File: src/rtl/seq_step_ctrl.sv
// Step sequencer for the a -> b -> c -> d chain datapath.
// A one-hot FSM writes one register per cycle, with start/busy/done handshake and a hold stall.
module seq_step_ctrl #(
    parameter int              WIDTH      = 8,
    parameter logic [WIDTH-1:0] INIT_VAL  = WIDTH'(46),
    parameter logic [WIDTH-1:0] STEP      = WIDTH'(1),
    parameter bit              AUTO_START = 1'b1
) (
    input  logic             clk,
    input  logic             rst,
    input  logic             start,
    input  logic [WIDTH-1:0] init_val,
    input  logic             hold,
    output logic [WIDTH-1:0] a,
    output logic [WIDTH-1:0] b,
    output logic [WIDTH-1:0] c,
    output logic [WIDTH-1:0] d,
    output logic             busy,
    output logic             done
);

    typedef enum logic [5:0] {
        ST_IDLE = 6'b000001,
        ST_S0   = 6'b000010,
        ST_S1   = 6'b000100,
        ST_S2   = 6'b001000,
        ST_S3   = 6'b010000,
        ST_DONE = 6'b100000
    } state_t;

    state_t           state_q, state_d;
    logic [WIDTH-1:0] seed_q, seed_d;
    logic [WIDTH-1:0] a_q, a_d;
    logic [WIDTH-1:0] b_q, b_d;
    logic [WIDTH-1:0] c_q, c_d;
    logic [WIDTH-1:0] d_q, d_d;
    logic             busy_q, busy_d;
    logic             done_q, done_d;

    // Sum truncates to WIDTH bits, so the carry out is dropped (modulo 2^WIDTH).
    function automatic logic [WIDTH-1:0] add_step(input logic [WIDTH-1:0] v);
        logic [WIDTH-1:0] r;
        r = v + STEP;
        return r;
    endfunction

    // Next-state and register-write selection; hold freezes every step state.
    always_comb begin
        state_d = state_q;
        seed_d  = seed_q;
        a_d     = a_q;
        b_d     = b_q;
        c_d     = c_q;
        d_d     = d_q;
        case (state_q)
            ST_IDLE: begin
                if (start) begin
                    seed_d  = init_val;
                    state_d = ST_S0;
                end else begin
                    state_d = ST_IDLE;
                end
            end
            ST_S0: begin
                if (!hold) begin
                    a_d     = seed_q;
                    state_d = ST_S1;
                end else begin
                    state_d = ST_S0;
                end
            end
            ST_S1: begin
                if (!hold) begin
                    b_d     = add_step(a_q);
                    state_d = ST_S2;
                end else begin
                    state_d = ST_S1;
                end
            end
            ST_S2: begin
                if (!hold) begin
                    c_d     = add_step(b_q);
                    state_d = ST_S3;
                end else begin
                    state_d = ST_S2;
                end
            end
            ST_S3: begin
                if (!hold) begin
                    d_d     = add_step(c_q);
                    state_d = ST_DONE;
                end else begin
                    state_d = ST_S3;
                end
            end
            ST_DONE: begin
                state_d = ST_IDLE;
            end
            default: begin
                state_d = ST_IDLE;
            end
        endcase
        busy_d = (state_d == ST_S0) || (state_d == ST_S1) ||
                 (state_d == ST_S2) || (state_d == ST_S3);
        done_d = (state_d == ST_DONE);
    end

    // State and output registers; reset aborts any run and optionally arms the auto run.
    always_ff @(posedge clk) begin
        if (rst) begin
            state_q <= AUTO_START ? ST_S0 : ST_IDLE;
            seed_q  <= AUTO_START ? INIT_VAL : {WIDTH{1'b0}};
            a_q     <= {WIDTH{1'b0}};
            b_q     <= {WIDTH{1'b0}};
            c_q     <= {WIDTH{1'b0}};
            d_q     <= {WIDTH{1'b0}};
            busy_q  <= 1'b0;
            done_q  <= 1'b0;
        end else begin
            state_q <= state_d;
            seed_q  <= seed_d;
            a_q     <= a_d;
            b_q     <= b_d;
            c_q     <= c_d;
            d_q     <= d_d;
            busy_q  <= busy_d;
            done_q  <= done_d;
        end
    end

    assign a    = a_q;
    assign b    = b_q;
    assign c    = c_q;
    assign d    = d_q;
    assign busy = busy_q;
    assign done = done_q;

endmodule

File: config.mk
export PLATFORM = sky130hd
export DESIGN_NAME = seq_step_ctrl
export DESIGN_NICKNAME = d
export VERILOG_FILES = /design/src/rtl/seq_step_ctrl.sv
export SDC_FILE = /design/constraint.sdc
export NUM_CORES = 1
export LEC_CHECK = 0
export CORE_ASPECT_RATIO = 1.1
export CORE_MARGIN = 2
export CORE_UTILIZATION = 35
export DETAILED_ROUTE_END_ITERATION = 8
export GPL_TIMING_DRIVEN = 0
export SYNTH_ARGS = -nofsm -noshare
export SYNTH_HDL_FRONTEND = slang
export SYNTH_SLANG_ARGS = --single-unit
File: constraint.sdc
create_clock -name clk -period 1.9 [get_ports clk]
set_input_delay 0.38 -clock clk [delete_from_list [all_inputs] [get_ports clk]]
set_output_delay 0.38 -clock clk [all_outputs]
set_load 0.01 [all_outputs]
==> results.json, run 1 <==
{
  "worstSetupPathType": "flip-flop to flip-flop",
  "synthCells": 210,
  "cp.required_ns": 2.12,
  "async_reset_ff_share_pct": 0,
  "gr-total-overflow": 0,
  "die-height_um": 84.7,
  "synth_area_leaders": "dfxtp_1, mux2i_1, nor2_1",
  "grt_pass1_wl_um": 7380,
  "synth.distinct_cells": 38,
  "ys_seq_area_share_pct": 46.3,
  "syn_avg_cell_area_sq_um": 9.88,
  "clock-sinks": 48,
  "clkTransAtPathRegs_ns": 0.09,
  "hold_slack_ns": 0.477,
  "ir_drop_uv": 416,
  "netlist_area_sq_mm": 0.00207,
  "total_power_uw": 2060,
  "tightest_slew_ns": 0.601,
  "drive_above_1_share_pct": 12.5,
  "diodes": 0,
  "synth_common_cells": "dfxtp_1, nor2_1, mux2i_1, a211oi_1, xor2_1",
  "clockBufferDepth": 2,
  "min_path_type": "flip-flop to flip-flop",
  "avgViaCountPerCell": 4.88,
  "max-cap-violations": 0,
  "drc": 0,
  "ant_nets": 0,
  "finalHoldViolations": 0,
  "drtIter0Drc": 49,
  "worstPathArrival_ns": 2.01,
  "die_w_um": 77.4,
  "initial_utilization_pct": 36.2,
  "track_usage_pct": 13.7,
  "cts_tree": "yes",
  "ys.flop_type": "dfxtp_1",
  "skew_ns": 0.0103,
  "synth-edff-count": 0,
  "firstDrtPassIters": 4,
  "gp_congestion": 0.751,
  "insertion_delay_ns": 0.30,
  "wl_per_cell_um": 12.4,
  "htreeDepth": 2,
  "rsz0062_at_grt": "yes",
  "start_kind": "flip-flop",
  "rows": 29,
  "setup_viol": 0,
  "synth_top_area_share_pct": 46.3,
  "wl_um": 4260,
  "tns_ns": 0,
  "syn2layout_area_growth_pct": 34.6,
  "numCtsBuffers": 5,
  "grt_max_degree": 16,
  "synth_nets": 225,
  "worstPathMaxFanout": 8,
  "slew-limit-headroom_pct": 59.9,
  "fillCellCount": 584,
  "antenna_found_initial": 0,
  "slew_violations": 0,
  "port_buffers": 44,
  "place_hpwl_um": 3160,
  "end_kind": "flip-flop",
  "synth_most_common_cell": "dfxtp_1",
  "nets": 279,
  "outcome": "completed",
  "power.leakage_uw": 0.000991,
  "yosysTopAreaCell": "dfxtp_1",
  "via_count": 1669,
  "dieArea_sq_mm": 0.00656,
  "cts_root_buf": "clkbuf_8",
  "powerDensity_mw_per_mm2": 737,
  "core_sq_mm": 0.00573,
  "period_share_pct": 94.2,
  "clock.fmax_mhz": 559,
  "grt_pass1_vias": 1587,
  "yosys_warnings": 0,
  "hold_buffers": 0,
  "synth_seq_cells": 48,
  "io_pins": 46,
  "min_period_ns": 1.79
}
layer usage:
layer	vias up	routed length, um	GRT usage (%)	share of wire [%]
li1	863	-	-	-
met1	757	1920	17.7	45
met2	43	2060	22.4	48
met3	6	229	3.44	5.4
met4	0	46	4.38	1.1
met5	-	0	0	0
cell usage in the layout (no fill, tap or decap), types with 2 or more instances in the layout:
master / instances
mux2i_1: 13
o21ai_0: 4
and3_1: 5
and4_1: 2
nand3_1: 10
nand4_1: 2
a21oi_1: 4
a211oi_1: 12
clkbuf_8: 6
dfxtp_2: 3
ha_1: 3
a211oi_2: 2
clkdlybuf4s50_1: 44
a211o_1: 4
dfxtp_1: 45
nand2_1: 4
inv_1: 2
xnor2_1: 8
or3_1: 3
clkbuf_1: 4
nor2_1: 29
a22o_1: 8
nor3_1: 2
xor2_1: 11
or4_4: 2
buf_2: 4
nor2b_1: 5
buf_4: 4
power breakdown:
group          internal, uW  total (uW)  leakage [uW]  switching, uW
Clock                   430         772     0.0000614            341
Combinational           112         219      0.000540            107
Sequential             1040        1070      0.000390           31.4
Total                  1580        2060      0.000991            480
path summary, 6_finish.rpt:
path	startpoint	end	slack, ns	cells past startpoint
worst max-delay path	state_q[0]	c[0]	0.11	5
worst max register to register	state_q[0]	c[0]	0.11	5
worst min register to register	d[0]	d[0]	0.48	1
worst min-delay path	d[0]	d[0]	0.48	1
critical path: stages, from the launching register on:
cell and delay (ns):
dfxtp_2 0.34, or4_4 0.61, nor4b_4 0.31, buf_4 0.19
nor2_1 0.04, a211oi_1 0.21
cell type report:
cell class	instances	area, sq um	share of cell area, %
clock buffer	6	82.6	2.96
timing repair buffer	48	468	16.8
clock inverter	2	38.8	1.39
tap	77	96.3	3.45
multi-input combinational	148	1070	38.5
buffer	11	60.1	2.15
inverter	2	7.51	0.269
sequential	48	965	34.5
state kept, by name, indices dropped and copies added, names as in the netlist:
signal   flops
c            8
d            8
a            8
done         1
seed_q       8
state_q      6
busy         1
b            8
cell families (layout without fill, tap and decap cells):
| group | after synthesis | count (layout) | synth area share, % |
|---|---|---|---|
| flops | 48 | 48 | 46.3 |
| compound gates | 37 | 37 | 13.5 |
| simple gates | 76 | 76 | 20.6 |
| fa+ha+maj | 3 | 3 | 1.81 |
| buf+inv | 14 | 69 | 3.56 |
| xor+xnor | 19 | 19 | 8.02 |
| mux | 13 | 13 | 6.27 |
stage by stage:
step	cell area, sq um	utilization (%)	setup slack, ns	std cells
global route	2790	48.7	-0.00691	342
global placement	2610	45.5	-0.165	331
CTS	2770	48.3	0.00947	342
floorplan	2070	-	0.0830	210
detailed placement	2610	45.5	-0.191	331
finish	2790	48.7	0.110	342
timing repair:
item,CTS,global route
setup buffers,3,0
endpoints found under the setup margin,19,31
cloned,0,1
resized for setup,5,11
endpoints found under the hold margin,0,0
pin swaps,1,3
(Power assumes the default switching activity.)
==> run 2, diff against run 1 <==
Settings changed: SLEW_MARGIN set to 15.
==> results of run 2 <==
Final layout, timing and power as in run 1 (identical DEF).
==> run 3, diff against run 2 <==
Settings changed: ABC_AREA set to 0, CORE_ASPECT_RATIO 1.1 to 0.6, CTS_BUF_LIST set to sky130_fd_sc_hd__clkbuf_8.
==> run 3 against run 2 <==
Hold slack better by 0.0042 ns. Via count up 3.9%. Power rose by 2.8%. Core utilization increased by 1.7 points. Count of clock-buffer cells in the layout up 1. Global-route usage grew 2.6 points. Largest cell class unchanged.
==> results.json, run 3 (synthesized netlist as in run 1, its figures left out) <==
{
  "crit_chain": "buf_2 > or4_4 > nor3_4 > buf_4 > mux2i_1 > nor2_1",
  "cts_root_buf": "clkbuf_8",
  "rows": 21,
  "powerDensity_mw_per_mm2": 744,
  "port_buffers": 44,
  "fillCellCount": 550,
  "initial_utilization_pct": 36.7,
  "setup_viol": 0,
  "period_share_pct": 95.2,
  "grt_pass1_vias": 1572,
  "start_kind": "flip-flop",
  "outcome": "completed",
  "io_pins": 46,
  "insertion_delay_ns": 0.30,
  "hold_buffers": 0,
  "avgViaCountPerCell": 5.01,
  "gp_congestion": 0.810,
  "power.leakage_uw": 0.00101,
  "max-cap-violations": 0,
  "nets": 280,
  "track_usage_pct": 16.2,
  "dp.cells": 334,
  "htreeDepth": 2,
  "ant_nets": 0,
  "max_stage_delay_ns": 0.57,
  "final_cells": 346,
  "clock-sinks": 48,
  "die_w_um": 103,
  "clockBufferDepth": 2,
  "min_path_type": "flip-flop to flip-flop",
  "cp.required_ns": 2.09,
  "worstSetupPathType": "flip-flop to flip-flop",
  "die-height_um": 63.6,
  "drc": 0,
  "place_hpwl_um": 3520,
  "final_cell_mix": "dfxtp_1, clkdlybuf4s50_1, nor2_1, mux2i_1",
  "min_period_ns": 1.81,
  "worstSetupStartpoint": "state_q[3]",
  "slew_violations": 0,
  "end_kind": "flip-flop",
  "worstPathMaxFanout": 8,
  "wl_um": 5050,
  "skew_ns": 0.00814,
  "holdCritStartpoint": "d[5]",
  "slowest_stage": "or4_4",
  "dieArea_sq_mm": 0.00658,
  "firstDrtPassIters": 4,
  "gr-total-overflow": 0,
  "wl_per_cell_um": 14.6,
  "tns_ns": 0,
  "syn2layout_area_growth_pct": 37.2,
  "clock.fmax_mhz": 553,
  "grt_pass1_wl_um": 8170,
  "clkTransAtPathRegs_ns": 0.09,
  "ff_latch_area_sq_um": 963,
  "numCtsBuffers": 5,
  "cts_tree": "yes",
  "core_sq_mm": 0.00565,
  "tightest_slew_ns": 0.644,
  "via_count": 1734,
  "drtIter0Drc": 84,
  "rr_startpoint": "state_q[3]",
  "finalHoldViolations": 0,
  "drive_above_1_share_pct": 12.8,
  "ir_drop_uv": 305,
  "multi_input_area_sq_mm": 0.00108,
  "diodes": 0,
  "slew-limit-headroom_pct": 57.1,
  "grt_max_degree": 15,
  "worstPathArrival_ns": 1.99,
  "final_common_cell": "dfxtp_1",
  "antenna_found_initial": 0
}
## run 3: cell types whose count changed in the layout (fill, tap and decap cells not counted), sizes merged
cell,previous run,this run
clkinv,1,0
clkbuf,11,13
## run 3: area by class of cell
cell class,instances,area share (%)
clock inverters,1,1.05
inverters,2,0.264
multi-input cells,148,37.9
repair buffers,49,17.7
flip-flops and latches,48,33.8
clock buffers,7,3.38
plain buffers,11,2.37
well taps,80,3.52
## run 3: routing by layer
metal / up-vias / track usage, % / routed length (um)
li1: 861 / - / -
met1: 830 / 26.0 / 2790
met2: 38 / 20.7 / 1970
met3: 5 / 4.33 / 251
met4: 0 / 4.44 / 42
met5: - / 0 / 0
## run 3: timing repair
| action | CTS | global route |
|---|---|---|
| pin swaps | 1 | 4 |
| hold endpoints to repair | 0 | 0 |
| cloned | 1 | 0 |
| setup buffers | 3 | 1 |
| gates resized for setup | 7 | 13 |
| endpoints found under the setup margin | 26 | 33 |
## run 3: worst paths after layout
path	cells past startpoint	slack, ns	to
setup / recovery	6	0.09	a[4]
hold / removal	1	0.48	d[5]
setup reg to reg	6	0.09	a[4]
hold reg to reg	1	0.48	d[5]
## run 3: critical path, delay by kind of cell (launching register included)
kind,cells,cell delay [ns]
flip-flops,1,0.30
AND/OR/NAND/NOR,3,0.84
multiplexers,1,0.18
buffers and inverters,2,0.36
## run 3: report_power, final
group	total [uW]	internal [uW]	switching, uW	leakage (uW)
clock	806	465	341	0.0000645
sequential	1070	1040	33.7	0.000389
combinational	241	126	115	0.000558
total	2120	1630	490	0.00101
## run 3: through the flow
stage	worst slack [ns]	power, uW	util [%]	area, sq um	hold slack, ns
finish	0.0915	2120	50.4	2850	0.482
global route	-0.00350	2210	50.4	2850	0.501
CTS	0.00618	2120	49.7	2810	0.490
detailed placement	-0.199	1300	46.3	2620	0.470
global placement	-0.185	1300	46.3	2620	0.463
floorplan	0.0830	1210	-	2070	0.456
